File: config.mk
export PLATFORM = sky130hd
export DESIGN_NAME = rift2_wb_master
export DESIGN_NICKNAME = d
export VERILOG_FILES = /design/src/rtl/rift2_wb_pkg.sv /design/src/rtl/rift2_wb_master.sv
export SDC_FILE = /design/constraint.sdc
export NUM_CORES = 1
export LEC_CHECK = 0
export ABC_AREA = 1
export CORE_MARGIN = 4
export CORE_UTILIZATION = 63
export DETAILED_ROUTE_END_ITERATION = 10
export DONT_BUFFER_PORTS = 1
export PLACE_DENSITY = 0.79
export SETUP_SLACK_MARGIN = 0.2
export SLEW_MARGIN = 20
export SYNTH_ARGS = -nofsm -noshare
export SYNTH_HDL_FRONTEND = slang
export SYNTH_SLANG_ARGS = --single-unit
File: constraint.sdc
create_clock -name wb_clk_i -period 1.3 [get_ports wb_clk_i]
set_input_delay 0.195 -clock wb_clk_i [delete_from_list [all_inputs] [get_ports wb_clk_i]]
set_output_delay 0.195 -clock wb_clk_i [all_outputs]
set_load 0.005 [all_outputs]
File: src/rtl/rift2_wb_pkg.sv
// rift2_wb_pkg: shared state, command and response types for the Rift2 Wishbone initiator.
package rift2_wb_pkg;
  localparam int WB_ADDR_W = 32;
  localparam int WB_DATA_W = 32;
  localparam int WB_SEL_W  = 4;

  typedef enum logic [1:0] {IDLE, BUS, RESP} wb_mst_state_e;

  typedef struct packed {
    logic                 we;
    logic [WB_ADDR_W-1:0] adr;
    logic [WB_DATA_W-1:0] dat;
    logic [WB_SEL_W-1:0]  sel;
  } wb_cmd_t;

  typedef struct packed {
    logic [WB_DATA_W-1:0] dat;
    logic                 err;
  } wb_rsp_t;
endpackage

File: src/rtl/rift2_wb_master.sv
// rift2_wb_master: single-transfer Wishbone classic initiator driven by a valid/ready command stream.
// Define RIFT2_WB_TIMEOUT_EN to abort transfers whose ack never arrives within TIMEOUT_CYC cycles.
module rift2_wb_master
  import rift2_wb_pkg::*;
#(
  parameter int ADDR_W      = 32,
  parameter int DATA_W      = 32,
  parameter int TIMEOUT_CYC = 255
) (
  input  logic              wb_clk_i,
  input  logic              wb_rst_ni,
  input  logic              cmd_valid_i,
  output logic              cmd_ready_o,
  input  logic              cmd_we_i,
  input  logic [ADDR_W-1:0] cmd_adr_i,
  input  logic [DATA_W-1:0] cmd_dat_i,
  input  logic [3:0]        cmd_sel_i,
  output logic              rsp_valid_o,
  input  logic              rsp_ready_i,
  output logic [DATA_W-1:0] rsp_dat_o,
  output logic              rsp_err_o,
  output logic              wbm_cyc_o,
  output logic              wbm_stb_o,
  output logic              wbm_we_o,
  output logic [ADDR_W-1:0] wbm_adr_o,
  output logic [DATA_W-1:0] wbm_dat_o,
  output logic [3:0]        wbm_sel_o,
  input  logic [DATA_W-1:0] wbm_dat_i,
  input  logic              wbm_ack_i
);
  wb_mst_state_e state_q, state_d;
  wb_cmd_t       cmd_q, cmd_d;
  wb_rsp_t       rsp_q, rsp_d;
  logic          cyc_q, cyc_d, rsp_valid_q, rsp_valid_d, timeout;

  if (DATA_W != WB_DATA_W || ADDR_W > WB_ADDR_W || TIMEOUT_CYC < 1) begin : g_bad_cfg
    $error("rift2_wb_master: unsupported parameter set");
  end

`ifdef RIFT2_WB_TIMEOUT_EN
  localparam int CNT_W = $clog2(TIMEOUT_CYC + 1);
  logic [CNT_W-1:0] cnt_q, cnt_d;
  // Held at zero outside BUS so every transfer starts its budget afresh.
  always_comb cnt_d = state_q == BUS ? cnt_q + 1'b1 : '0;
  assign timeout = state_q == BUS && !wbm_ack_i && cnt_q == CNT_W'(TIMEOUT_CYC - 1);
  always_ff @(posedge wb_clk_i or negedge wb_rst_ni) begin
    if (!wb_rst_ni) cnt_q <= '0;
    else cnt_q <= cnt_d;
  end
`else
  assign timeout = 1'b0;
`endif

  always_ff @(posedge wb_clk_i or negedge wb_rst_ni) begin
    if (!wb_rst_ni) state_q <= IDLE;
    else state_q <= state_d;
  end

  always_comb begin
    state_d = state_q;
    case (state_q)
      IDLE:    state_d = cmd_valid_i ? BUS : IDLE;
      BUS:     state_d = wbm_ack_i || timeout ? RESP : BUS;
      RESP:    state_d = rsp_ready_i ? IDLE : RESP;
      default: state_d = IDLE;
    endcase
  end

  always_comb begin
    cmd_d = cmd_q;
    rsp_d = rsp_q;
    if (state_q == IDLE && cmd_valid_i)
      cmd_d = '{we: cmd_we_i, adr: WB_ADDR_W'(cmd_adr_i), dat: cmd_dat_i, sel: cmd_sel_i};
    // Ack has priority over a timeout landing on the same edge.
    if (state_q == BUS && state_d == RESP)
      rsp_d = '{dat: timeout || cmd_q.we ? '0 : wbm_dat_i, err: timeout};
    cyc_d       = state_d == BUS;
    rsp_valid_d = state_d == RESP;
  end

  always_ff @(posedge wb_clk_i or negedge wb_rst_ni) begin
    if (!wb_rst_ni) begin
      cmd_q       <= '0;
      rsp_q       <= '0;
      cyc_q       <= 1'b0;
      rsp_valid_q <= 1'b0;
    end else begin
      cmd_q       <= cmd_d;
      rsp_q       <= rsp_d;
      cyc_q       <= cyc_d;
      rsp_valid_q <= rsp_valid_d;
    end
  end

  assign cmd_ready_o = state_q == IDLE;
  assign wbm_cyc_o   = cyc_q;
  assign wbm_stb_o   = cyc_q;
  assign wbm_we_o    = cmd_q.we;
  assign wbm_adr_o   = cmd_q.adr[ADDR_W-1:0];
  assign wbm_dat_o   = cmd_q.dat;
  assign wbm_sel_o   = cmd_q.sel;
  assign rsp_valid_o = rsp_valid_q;
  assign rsp_dat_o   = rsp_q.dat;
  assign rsp_err_o   = rsp_q.err;
endmodule

==> out/results.ini, run 1 <==
[placed_design]
dp_hpwl_mm = 6.93
dpl_worst_slack_ns = 0.0491
routabilityCongestion = 0.812
port_buffers = 0

[clock_tree]
h-tree-depth = 3
clk_path_buf_depth = 2
num_cts_buffers = 9
clkSinkCount = 105
root_buf_cell = clkbuf_8

[logic_synthesis]
synth.net_count = 629
proportion_of_synthesized_chip_area_in_sequential_cells_pct = 59.6
yosysWarnings = 0
ys_top_cells_by_area = dfrtp_1, nand2_1, nand3_1
synth.distinct_cells = 18
netlist.area_leader.share_pct = 59.6
ys_ff_latch = 105
syn_area_um2 = 4410
syn-instance-count = 523
yosys.area.top_type = dfrtp_1
syn_avg_cell_area_um2 = 8.43

[floorplan]
fp.dieH_um = 91.6
floorplan.initialDensity_pct = 64.9
ioPinCount = 212
floorplan.rows = 30
die_span_in_x_um = 91.6

[status]
outcome = stopped before the end
error_line = [ERROR DPL-0038] Utilization greater than 100%, impossible to legalize
last-stage-reached = global routing

[grt]
pin_count_of_the_biggest_net_entering_global_routing = 106

[timing]
worst_path_endpoint_category = primary output
globalroute.repair_timing.worst_endpoint = cmd_ready_o

==> metrics by stage <==
step	hold WS (ns)	util, %	cells	cell area [um2]	TNS [ns]
global placement	-0.0984	65.1	591	4420	0
floorplan	-0.101	-	523	4410	0
CTS	-0.502	86.0	697	5840	-0.243
detailed placement	-0.0983	65.1	591	4420	0
==> synth_stat cells <==
master	n
clkbuf_1	10
nor2_1	32
dfrtp_1	105
nand3_2	1
inv_1	32
buf_1	1
nor2_4	1
buf_2	15
nand3_1	101
nand2_2	1
o21ai_0	2
o21ai_1	2
inv_2	2
conb_1	1
nand2_1	204
clkbuf_2	1
nor2_2	1
buf_4	11
==> cell families after synthesis <==
kind of cell / after synthesis / share of synthesized area, %
other: 1 / 0.0851
DFF: 105 / 59.6
buffers and inverters: 72 / 7.52
and+or+nand+nor: 341 / 32.3
AOI/OAI and AO/OA: 4 / 0.454
==> what timing repair did <==
item	4_1_cts
resized for setup	39
setup buffers	10
gates cloned	10
hold endpoints to repair	210
endpoints found under the setup margin	75
pin swaps	5
hold buffers	70
==> run 2: changes to the inputs <==
--- a/config.mk
+++ b/config.mk
@@ -7,11 +7,10 @@
 export LEC_CHECK = 0
 export ABC_AREA = 1
 export CORE_MARGIN = 4
-export CORE_UTILIZATION = 63
+export CORE_UTILIZATION = 40
 export DETAILED_ROUTE_END_ITERATION = 10
 export DONT_BUFFER_PORTS = 1
-export PLACE_DENSITY = 0.79
-export SETUP_SLACK_MARGIN = 0.2
+export PLACE_DENSITY_LB_ADDON = 0.15
 export SLEW_MARGIN = 20
 export SYNTH_ARGS = -nofsm -noshare
 export SYNTH_HDL_FRONTEND = slang
==> run 2 against run 1 <==
Effect of this change: the flow now finishes, with violations (negative hold slack, negative setup slack); synthesized area did not move; synthesized cell count did not move.
==> out/results.ini, run 2 <==
[status]
outcome = finished, violations left
violated_checks = negative hold slack, negative setup slack

[worst_setup_path]
cp-start-kind = flop
crit_path_start = state_q[1]
cp_endpoint_kind = output pin
endpoint = cmd_ready_o
rr_endpoint = wbm_adr_o[7]
worst_ep_arrival_time_ns = 1.13
regToRegStartpoint = state_q[1]
worst-endpoint-required_ns = 1.11
timing.critical_path.fanout_max = 6
ff2ff_path_depth = 6
r2r_slack_ns = -0.02
crit_type = flop to output pin

[logic_synthesis]
postSynth.topFlopCell = dfrtp_1
synth.distinct_cells = 18  ; unchanged
synth_commonest_cells = nand2_1, dfrtp_1, nand3_1, inv_1, nor2_1
post-synth-top-count-cell = nand2_1
syn_area_um2 = 4410  ; unchanged
syn_avg_cell_area_um2 = 8.43  ; unchanged
ys_top_cells_by_area = dfrtp_1, nand2_1, nand3_1
synth_enable_flop_cells = 0  ; unchanged
yosysWarnings = 0  ; unchanged
yosys.area.top_type = dfrtp_1
syn-instance-count = 523  ; unchanged
proportion_of_synthesized_chip_area_in_sequential_cells_pct = 59.6  ; unchanged
postSynth.asyncResetShare_pct = 100  ; unchanged
netlist.area_leader.share_pct = 59.6  ; unchanged
synth.net_count = 629  ; unchanged
ys_ff_latch = 105  ; unchanged

[floorplan]
floorplan.rows = 38  ; +27%
ioPinCount = 212  ; unchanged
fp.dieH_um = 113  ; +23%
die_span_in_x_um = 113  ; +23%
fp.dieArea_um2 = 12800
core_region_area_um2 = 10800
floorplan.initialDensity_pct = 40.8  ; -24 points

[layout]
num-nets-final = 703
final_cell_mix = nand2_1, dfrtp_1, nand3_1
antenna-diode-count = 0
fin_util_pct = 56.6
area_delta_synth_final_pct = 38.5
share_of_post_route_cells_with_drive_strength_above_1_pct = 18.9
layout.cells.most_common = nand2_1

[clock_tree]
clk_path_buf_depth = 2  ; unchanged
h-tree-depth = 3  ; unchanged
clkSinkCount = 105  ; unchanged
cts_hold_repair.buffers = 71  ; +1.4%
num_cts_buffers = 9  ; unchanged
root_buf_cell = clkbuf_8
cts_tree = done
clock_latency_on_the_worst_skew_pair_ns = 0.37
clk_pin_slew_worst_paths_ns = 0.09

[timing]
final.period_utilization_pct = 102
setup_slack_ns = -0.0204
setup_violations = 5
final.hold.worst_slack_ns = -0.483
timing_hold_violations_final = 163
grt_setup_unrepaired = yes
report.final.slew_viol_count = 0
max_freq_mhz = 757
fin_crit_ns = 1.32
fin_skew_ns = 0.0129

[power]
power.density_cell_area_nw_per_um2 = 2310
cellLeakagePower_uw = 0.00319
ir_worst_vdd_v = 0.00143
post_layout_total_power_uw = 14100

[routing]
route.detailed.drc = 0
post_drt_via_cell_ratio = 5.09
detail_route.wirelength_mm = 13.7
drt_first_pass_iters = 6
route.vias.total = 3780
final_antenna_net_count = 0
avgRoutedWirePerCell_um = 18.5
drt_first_iter_violations = 244

[grt]
grt_use_total_pct = 18.9
met3_usage_pct = 5.83
pin_count_of_the_biggest_net_entering_global_routing = 106
first_pass_grt_wire_length_mm = 19.4
grt_remaining_overflow = 0
grt.met1_usage_pct = 24.0
global_route.usage.met2_pct = 30.5
via_count_of_the_first_global_routing_pass = 3674
initial_antenna_violation_count = 0
global_route.peak_usage_layer = met2

[placed_design]
routabilityCongestion = 0.760  ; -6.4%
dpl_worst_slack_ns = 0.114  ; +0.0652 ns
dp_hpwl_mm = 7.20  ; +4.0%
port_buffers = 0  ; unchanged

[worst_hold_path]
timing.hold.worst.class = input port to async pin

[run]
maxCapViolCount = 0

-- run 2: cell counts after synthesis --
Identical to the previous run, type by type.
-- run 2: cell families after synthesis --
kind of cell / synth area share (%)
and+or+nand+nor: 32.3
DFF: 59.6
buffers and inverters: 7.52
AOI/OAI and AO/OA: 0.454
other: 0.0851
-- run 2: what timing repair did --
item	in CTS	in global routing
resized for setup	2	88
setup endpoints to repair	1	70
pin swaps	1	12
gates cloned	3	12
hold endpoints to repair	210	170
buffers inserted	5	2
-- run 2: per-layer routing --
metal  share of wire [%]  wire [um]  up-vias
met3                 8.7       1200       28
li1                    -          -     1771
met1                  39       5350     1796
met4                 2.8        379        0
met5                   0          0        -
met2                  50       6810      185
-- run 2: worst min-delay path by stage --
stage / end / slack [ns] / cells after the start
floorplan: rsp_dat_o[0] / -0.10 / 0
CTS: rsp_dat_o[16] / -0.51 / 0
global route: rsp_dat_o[8] / -0.51 / 0
global placement: rsp_dat_o[6] / -0.1 / 0
finish: rsp_dat_o[8] / -0.48 / 0
detailed placement: rsp_dat_o[6] / -0.1 / 0
-- run 2: critical path: stages, from the launching register on --
cell and delay (ns):
dfrtp_2 0.44, nor2_4 0.18, buf_12 0.15
-- run 2: layout make-up --
class / instances / area (um2)
fill: 942 / 4690
sequential: 105 / 2630
multi-input combinational: 347 / 1720
timing repair buffer: 100 / 1260
tap: 140 / 175
clock buffer: 12 / 165
inverter: 34 / 128
clock inverter: 4 / 26.3
-- run 2: report_power, final --
part	total [uW]	internal, uW	switching (uW)
clock network	1980	853	1120
registers	6310	4760	1550
logic	5850	2900	2950
total	14100	8510	5620
-- run 2: stage by stage --
stage | setup TNS (ns) | instance area [um2] | cells
detailed placement | 0 | 4500 | 633
global placement | 0 | 4500 | 633
finish | -0.0449 | 6110 | 742
floorplan | 0 | 4410 | 523
CTS | -0.0313 | 5550 | 728
global route | -1.84 | 6110 | 742
Note: power is estimated with default switching activity, not from simulation.
==> run 3: changes to the inputs <==
--- a/config.mk
+++ b/config.mk
@@ -6,7 +6,6 @@
 export NUM_CORES = 1
 export LEC_CHECK = 0
 export ABC_AREA = 1
-export CORE_MARGIN = 4
 export CORE_UTILIZATION = 40
 export DETAILED_ROUTE_END_ITERATION = 10
 export DONT_BUFFER_PORTS = 1
==> constraint.sdc (replaced) <==
create_clock -name wb_clk_i -period 1.2 [get_ports wb_clk_i]
set_input_delay 0.18 -clock wb_clk_i [delete_from_list [all_inputs] [get_ports wb_clk_i]]
set_output_delay 0.18 -clock wb_clk_i [all_outputs]
set_load 0.005 [all_outputs]
==> run 3 against run 2 <==
Effect of this change: the run still ends with negative hold slack, negative setup slack left; sequential share of layout area up 0.30 points; die area shrank 10%; via count is 0.34% lower; utilization grew 1.1 points; clock-buffer cell count shrank 2; sequential power increased by 5.4%; routed wire length is 7.4% lower; global-route usage increased by 1.2 points; critical path type is now flop to flop.
==> out/results.ini, run 3 (same netlist as run 2, synthesis figures left out) <==
[status]
outcome = finished, violations left
violated_checks = negative hold slack, negative setup slack

[power]
sw_frac_of_total_pct = 40.3  ; +0.51 points
int_power_uw = 8560  ; +0.57%
ir_worst_vdd_v = 0.00118  ; -18%
pwr-share-seq_pct = 46.4  ; +1.8 points
cellLeakagePower_uw = 0.00312  ; -2.3%
post_layout_total_power_uw = 14300  ; +1.4%
power.density_cell_area_nw_per_um2 = 2370  ; +2.2%
switching_power_uw = 5780  ; +2.7%
combinationalPowerShare_pct = 40.1  ; -1.3 points
share_clk_of_total_power_pct = 13.5  ; -0.5 points

[timing]
final.period_utilization_pct = 107
timing_hold_violations_final = 164  ; +0.61%
setup_slack_ns = -0.0847  ; -0.0643 ns
fin_skew_ns = 0.00938  ; -0.00353 ns
final.hold.worst_slack_ns = -0.500  ; -0.0161 ns
grt_setup_unrepaired = yes
setup_violations = 100  ; +95
report.final.slew_viol_count = 0  ; unchanged
fin_crit_ns = 1.28
setup_tns_final_ns = -4.18  ; -4.14 ns
max_freq_mhz = 778

[routing]
drt_first_pass_iters = 5  ; -1
final_antenna_net_count = 0  ; unchanged
avgRoutedWirePerCell_um = 17.3  ; -6.6%
detail_route.wirelength_mm = 12.7  ; -7.4%
route.vias.total = 3767  ; -0.34%
route.detailed.drc = 0  ; unchanged
post_drt_via_cell_ratio = 5.12  ; +0.47%
drt_first_iter_violations = 245  ; +0.41%

[layout]
layout.cells.most_common = nand2_1
antenna-diode-count = 0  ; unchanged
num-nets-final = 702  ; -0.14%
final_cell_mix = nand2_1, dfrtp_1, nand3_1
share_of_post_route_cells_with_drive_strength_above_1_pct = 15.3  ; -3.6 points
fillers = 929  ; -1.4%
area_delta_synth_final_pct = 37.4

[worst_setup_path]
worst_ep_arrival_time_ns = 1.54  ; +0.41 ns
worst-endpoint-required_ns = 1.46  ; +0.35 ns
path_delay_family = flip-flops
cp_endpoint_kind = flop
cp_slowest_cell = dfrtp_1
timing.critical_path.fanout_max = 13  ; +7
crit_top_cell = nand2_1
critical-path-max-stage-delay_ns = 0.42  ; -0.02 ns
critical_path.n_buffers_inverters = 2  ; +1
sequence_of_cells_on_the_critical_path = nor2_4 -> buf_6 -> nand2_8 -> clkbuf_16 -> nand2_1 -> nand2_1
crit_type = flop to flop
cp-start-kind = flop

[floorplan]
floorplan.rows = 37  ; -2.6%
core_region_area_um2 = 10500  ; -2.6%
fp.dieArea_um2 = 11400  ; -10%
fp.dieH_um = 107  ; -5.3%
ioPinCount = 212  ; unchanged
floorplan.initialDensity_pct = 41.9  ; +1.1 points
die_span_in_x_um = 107  ; -5.3%

[grt]
initial_antenna_violation_count = 0  ; unchanged
first_pass_grt_wire_length_mm = 18.0  ; -7.2%
via_count_of_the_first_global_routing_pass = 3602  ; -2.0%
grt_remaining_overflow = 0  ; unchanged
grt_use_total_pct = 20.2  ; +1.2 points
pin_count_of_the_biggest_net_entering_global_routing = 106  ; unchanged

[worst_hold_path]
timing.hold.worst.class = input port to async pin

[clock_tree]
root_buf_cell = clkbuf_8
h-tree-depth = 3  ; unchanged
clk_pin_slew_worst_paths_ns = 0.10  ; about the same
clkSinkCount = 105  ; unchanged
cts_tree = done
num_cts_buffers = 9  ; unchanged
clk_path_buf_depth = 2  ; unchanged
clock_latency_on_the_worst_skew_pair_ns = 0.36  ; about the same

[placed_design]
routabilityCongestion = 0.735  ; -3.3%
port_buffers = 0  ; unchanged
dp_hpwl_mm = 6.67  ; -7.4%

[run]
maxCapViolCount = 0  ; unchanged

==> run 3: cell types whose count changed in the layout (fill, tap and decap cells not counted), moves of 2 or more <==
cell / change
dfrtp_2: -2
dlygate4sd3_1: +3
nand2_4: -10
bufbuf_16: -2
dfrtp_1: +2
nand3_2: +15
nand3_4: +4
buf_4: -4
clkbuf_8: -3
nand2_2: -24
nand2_1: +33
nand3_1: -19
==> run 3: through the flow <==
| stage | area [um2] | utilization [%] | setup slack (ns) | std cells |
|---|---|---|---|---|
| finish | 6060 | 57.6 | -0.0847 | 736 |
| floorplan | 4410 | - | 0.115 | 523 |
| CTS | 5530 | 52.6 | -0.0809 | 725 |
| global placement | 4520 | 43.1 | 0.0751 | 631 |
| global route | 6060 | 57.6 | -0.155 | 736 |
| detailed placement | 4520 | 43.1 | 0.0401 | 631 |
==> run 3: final cells by class <==
| type | count | area, um2 | area share [%] |
|---|---|---|---|
| multi-input cells | 347 | 1740 | 28.6 |
| flip-flops and latches | 105 | 2630 | 43.4 |
| clock buffers | 10 | 128 | 2.11 |
| repair buffers | 99 | 1230 | 20.4 |
| clock inverters | 5 | 33.8 | 0.558 |
| well taps | 136 | 170 | 2.81 |
| inverters | 34 | 130 | 2.15 |
==> run 3: power groups by stage <==
stage / clock [uW] / sequential, uW / combinational [uW]
detailed placement: 0 / 6620 / 3730
global placement: 0 / 6620 / 3580
CTS: 2020 / 6580 / 4460
finish: 1930 / 6650 / 5750
global route: 2150 / 6820 / 6350
floorplan: 0 / 6180 / 2940
==> run 3: timing repair <==
action | in CTS | in global routing
hold endpoints to repair | 210 | 175
buffers inserted | 4 | 2
setup endpoints to repair | 2 | 98
gates resized for setup | 2 | 77
pin swaps | 1 | 27
hold buffers | 73 | 1
gates cloned | 2 | 11
==> run 3: final timing paths <==
check	start	end	slack, ns	depth (start not counted)
max	state_q[1]	wbm_adr_o[1]	-0.08	6
min	wb_rst_ni	rsp_dat_o[5]	-0.50	0
max reg2reg	state_q[1]	wbm_adr_o[1]	-0.08	6
min reg2reg	wbm_adr_o[7]	wbm_adr_o[7]	0.50	2
max in group asynchronous	wb_rst_ni	rsp_dat_o[6]	1.47	0
min in group wb_clk_i	cmd_valid_i	wbm_adr_o[11]	-0.04	2
==> run 3: per-layer routing <==
| layer | up-vias | routed length [um] | GRT usage (%) |
|---|---|---|---|
| met4 | 0 | 296 | 10.3 |
| met2 | 176 | 6300 | 31.9 |
| met3 | 25 | 985 | 6.44 |
| met5 | - | 0 | 0 |
| li1 | 1769 | - | - |
| met1 | 1797 | 5140 | 24.7 |
==> run 4: changes to the inputs <==
--- a/config.mk
+++ b/config.mk
@@ -6,6 +6,7 @@
 export NUM_CORES = 1
 export LEC_CHECK = 0
 export ABC_AREA = 1
+export CORE_MARGIN = 5
 export CORE_UTILIZATION = 40
 export DETAILED_ROUTE_END_ITERATION = 10
 export DONT_BUFFER_PORTS = 1
==> run 4 against run 3 <==
Effect of this change: critical endpoint is now rsp_dat_o[2]; register-to-register slack barely moved; clock power rose by 4%; critical path type unchanged; the run still ends with negative hold slack, negative setup slack left; routed wire length rose by 3.9%; non-clock buffer count down 2; largest power group unchanged.
==> out/results.ini, run 4 (same netlist as run 2, synthesis figures left out) <==
[worst_setup_path]
ff2ff_path_depth = 6  ; unchanged
cp-start-kind = flop
cp_endpoint_kind = flop
worst-endpoint-required_ns = 1.50  ; +0.04 ns
regToRegStartpoint = state_q[1]
rr_endpoint = rsp_dat_o[2]
r2r_slack_ns = -0.08  ; about the same
crit_type = flop to flop
worst_ep_arrival_time_ns = 1.58  ; +0.04 ns
timing.critical_path.fanout_max = 16  ; +3

[floorplan]
die_span_in_x_um = 115  ; +7.5%
floorplan.initialDensity_pct = 40.7  ; -1.3 points
fp.dieH_um = 115  ; +7.5%
ioPinCount = 212  ; unchanged
fp.dieArea_um2 = 13200  ; +16%
core_region_area_um2 = 10800  ; +3.2%
floorplan.rows = 38  ; +2.7%

[timing]
final.period_utilization_pct = 107  ; -0.12 points
fin_skew_ns = 0.00820  ; -0.00118 ns
timing_hold_violations_final = 147  ; -10%
final.hold.worst_slack_ns = -0.494  ; +0.00599 ns
fin_crit_ns = 1.28  ; -0.00139 ns
setup_tns_final_ns = -5.46  ; -1.28 ns
max_freq_mhz = 779  ; +0.11%
setup_violations = 103  ; +3.0%
setup_slack_ns = -0.0833  ; +0.00139 ns
report.final.slew_viol_count = 0  ; unchanged
grt_setup_unrepaired = yes

[status]
violated_checks = negative hold slack, negative setup slack
outcome = finished, violations left

[power]
int_power_uw = 8850  ; +3.4%
cellLeakagePower_uw = 0.00310  ; -0.41%
share_clk_of_total_power_pct = 13.8  ; +0.3 points
pwr-share-seq_pct = 46.2  ; -0.2 points
combinationalPowerShare_pct = 40.0  ; about the same
sw_frac_of_total_pct = 39.1  ; -1.2 points
power.density_cell_area_nw_per_um2 = 2460  ; +4.1%
switching_power_uw = 5680  ; -1.7%
ir_worst_vdd_v = 0.00114  ; -3.3%

[clock_tree]
num_cts_buffers = 9  ; unchanged
clk_path_buf_depth = 2  ; unchanged
cts_tree = done
clkSinkCount = 105  ; unchanged
clk_pin_slew_worst_paths_ns = 0.10  ; about the same
root_buf_cell = clkbuf_8
clock_latency_on_the_worst_skew_pair_ns = 0.36  ; about the same
h-tree-depth = 3  ; unchanged
cts_hold_repair.buffers = 71  ; -2.7%

[grt]
grt_use_total_pct = 18.1  ; -2.1 points
via_count_of_the_first_global_routing_pass = 3727  ; +3.5%
pin_count_of_the_biggest_net_entering_global_routing = 106  ; unchanged
first_pass_grt_wire_length_mm = 19.2  ; +6.3%
grt_remaining_overflow = 0  ; unchanged
initial_antenna_violation_count = 0  ; unchanged

[placed_design]
port_buffers = 0  ; unchanged
dp_hpwl_mm = 7.37  ; +10%
routabilityCongestion = 0.740  ; +0.64%
dpl_worst_slack_ns = 0.0433  ; +0.00314 ns
placed_cell_area_um2 = 4530  ; +0.22%

[routing]
route.detailed.drc = 0  ; unchanged
final_antenna_net_count = 0  ; unchanged
drt_first_pass_iters = 6  ; +1
detail_route.wirelength_mm = 13.2  ; +3.9%
avgRoutedWirePerCell_um = 17.9  ; +3.8%
post_drt_via_cell_ratio = 5.07  ; -0.85%
route.vias.total = 3740  ; -0.72%
drt_first_iter_violations = 204  ; -17%

[layout]
multi_input_area_um2 = 1570  ; -9.3%
finalInstanceArea_um2 = 5900  ; -2.7%
final-seq-area_um2 = 2630  ; about the same
antenna-diode-count = 0  ; unchanged
fin_util_pct = 54.4  ; -3.3 points
final_cell_mix = nand2_1, dfrtp_1, nand3_1
area_delta_synth_final_pct = 33.7
fillers = 970  ; +4.4%
layout.cells.most_common = nand2_1
share_of_post_route_cells_with_drive_strength_above_1_pct = 14.1  ; -1.3 points
num-nets-final = 699  ; -0.43%

[run]
maxCapViolCount = 0  ; unchanged

[worst_hold_path]
timing.hold.worst.class = input port to async pin

run 4: repair_timing:
item,CTS,global route
endpoints found under the hold margin,210,164
pin swaps,1,2
setup buffers,3,3
gates cloned,3,8
resized for setup,0,46
setup endpoints to repair,1,99
run 4: how the worst max path moves through the flow:
stage	depth (start not counted)	start	end
5_1_grt	7	state_q[1]	rsp_dat_o[11]
3_3_place_gp	4	state_q[0]	state_q[1]
4_1_cts	2	state_q[0]	cmd_ready_o
3_5_place_dp	5	state_q[1]	wbm_adr_o[21]
6_report	6	state_q[1]	rsp_dat_o[2]
2_1_floorplan	5	state_q[1]	wbm_adr_o[16]
run 4: layout make-up:
class / instances / area share, %
flip-flops and latches: 105 / 44.6
multi-input cells: 346 / 26.7
repair buffers: 97 / 20.7
well taps: 140 / 2.97
clock buffers: 10 / 2.33
inverters: 34 / 2.16
clock inverters: 5 / 0.531
run 4: worst max-delay path, stage by stage (launching register included):
cell       delay, ns
dfrtp_1         0.42
buf_4           0.14
buf_4           0.14
nor2_4          0.18
clkbuf_16       0.21
nand3_1         0.08
nand2_1         0.06
run 4: power by group through the flow:
stage / Combinational (uW) / Clock, uW / Sequential (uW)
6_report: 5810 / 2000 / 6710
3_5_place_dp: 3800 / 0 / 6670
3_3_place_gp: 3620 / 0 / 6690
2_1_floorplan: 2940 / 0 / 6180
5_1_grt: 6480 / 2220 / 6900
4_1_cts: 4650 / 2070 / 6640
run 4: per-layer routing:
metal	wire length [um]	vias up	global-route usage [%]
met5	0	-	0
met4	286	0	7.12
met3	1170	24	5.74
met2	6570	167	29.8
met1	5190	1792	22.2
li1	-	1757	-
run 4: metrics by stage:
step | power, uW | cells
6_report | 14500 | 737
3_3_place_gp | 10300 | 634
5_1_grt | 15600 | 737
4_1_cts | 13400 | 726
2_1_floorplan | 9120 | 523
3_5_place_dp | 10500 | 634
==> patch, RTL diff (settings of run 4) <==
The 3 states of `wb_mst_state_e` get a one-hot encoding in 3 bits.
--- a/src/rtl/rift2_wb_pkg.sv
+++ b/src/rtl/rift2_wb_pkg.sv
@@ -4,7 +4,7 @@
   localparam int WB_DATA_W = 32;
   localparam int WB_SEL_W  = 4;
 
-  typedef enum logic [1:0] {IDLE, BUS, RESP} wb_mst_state_e;
+  typedef enum logic [2:0] {IDLE = 3'b001, BUS = 3'b010, RESP = 3'b100} wb_mst_state_e;
 
   typedef struct packed {
     logic                 we;
Check against the original RTL: no difference found for any inputs over 10 cycles, from zero or initial values and one cycle with wb_rst_ni low; not proved beyond that.
==> patch against run 4 <==
  * Routed wire length down 4.1%
  * Setup slack worse by 0.19 ns
  * Synthesized area down 4.9%
  * Total power down 4.8%
  * Global-route usage up 1.1 points
  * Sequential cell count up 1
  * Cell area up 5.3%
  * The run still ends with negative hold slack, negative setup slack left
  * Critical path type unchanged
  * Largest cell class unchanged
==> patch: results (changes against run 4) <==
metric	value	unit	change
status	finished, violations left		
failing checks	negative hold slack, negative setup slack		
vias in the first global route	3774		+1.3%
met2 routed WL	6499	um	-1.1%
Nets	694		-0.72%
Unique masters post-synth	20		+2
Worst VDD drop	0.001080	V	-5.3%
Layout Cells excl Fill	728		-1.2%
post-CTS setup buffer count	18		+15
number of vias in the routed layout	3509		-6.2%
hold_ws	-0.4967	ns	-0.003056 ns
met3 GRT Util	0.05768		+0.0003135
post-CTS sizing	49		+49
largest net degree at the start of global routing	107		+0.94%
CP delay by family, top	flip-flops		
Hold Vio Cnt, Final	106		-28%
Met3 Routed Length	904	um	-23%
share of layout cells above drive strength 1	0.1672		+0.02653
DRT Wirelength	12680	um	-4.1%
fill cell count	808		-17%
post-synthesis sequential area ratio	0.6333		+0.03724
Finished Cell Area	6206	um^2	+5.3%
Post-synth top cells	nand2_1 (273), dfrtp_1 (105), o21ai_0 (29), clkbuf_8 (7), o21ai_1 (7)		
Comb pwr share	0.383		-0.017
worst r2r src	state_q[0]$_DFF_PN1_		
total power	0.01383	W	-4.8%
Crit path largest cell delay	0.58	ns	+0.16 ns
Placement Cell Area	4334	um^2	-4.4%
Final setup viols	106		+2.9%
grt met2 use	0.3397		+0.04185
Reg2Reg Depth	7		+1
Worst Setup Slack, final	-0.2781	ns	-0.1948 ns
Slowest cell on crit path	dfstp_2		
met1 Use GR	0.2270		+0.004952
worst slack, placed	-0.06739	ns	-0.1107 ns
total track usage	0.1925		+0.01144
net count of the mapped netlist	563		-10%
Synth Area per Inst	9.169	um^2	+8.8%
first-pass GRT wire length	19550	um	+2.0%
worst path arrival time	1.77	ns	+0.19 ns
CP endpoint	wbm_dat_o[29]$_DFFE_PN0P_		
DR iter-0 viols	199		-2.5%
patch: changes by cell type after synthesis, sizes merged, moves of 13 or more:
cell	run 4	this run
o21ai	4	36
nand2	205	273
inv	34	4
nor2	34	3
buf	27	14
nand3	102	5
patch: logic make-up (layout without fill, tap and decap cells):
| family | count (synthesis) | after routing | share of synthesized area |
|---|---|---|---|
| compound gates | 36 | 36 | 0.04300 |
| buf+inv | 30 | 165 | 0.05584 |
| flops | 106 | 106 | 0.6333 |
| other cells | 1 | 1 | 0.0008949 |
| simple gates | 284 | 284 | 0.2669 |
patch: cell type report:
| type | instances | share of cell area |
|---|---|---|
| Inverter | 4 | 0.003226 |
| Clock buffer | 11 | 0.02117 |
| Sequential cell | 106 | 0.4278 |
| Timing Repair Buffer | 146 | 0.2782 |
| Multi-Input combinational cell | 321 | 0.2373 |
| Tap cell | 136 | 0.02742 |
| Clock inverter | 4 | 0.004839 |
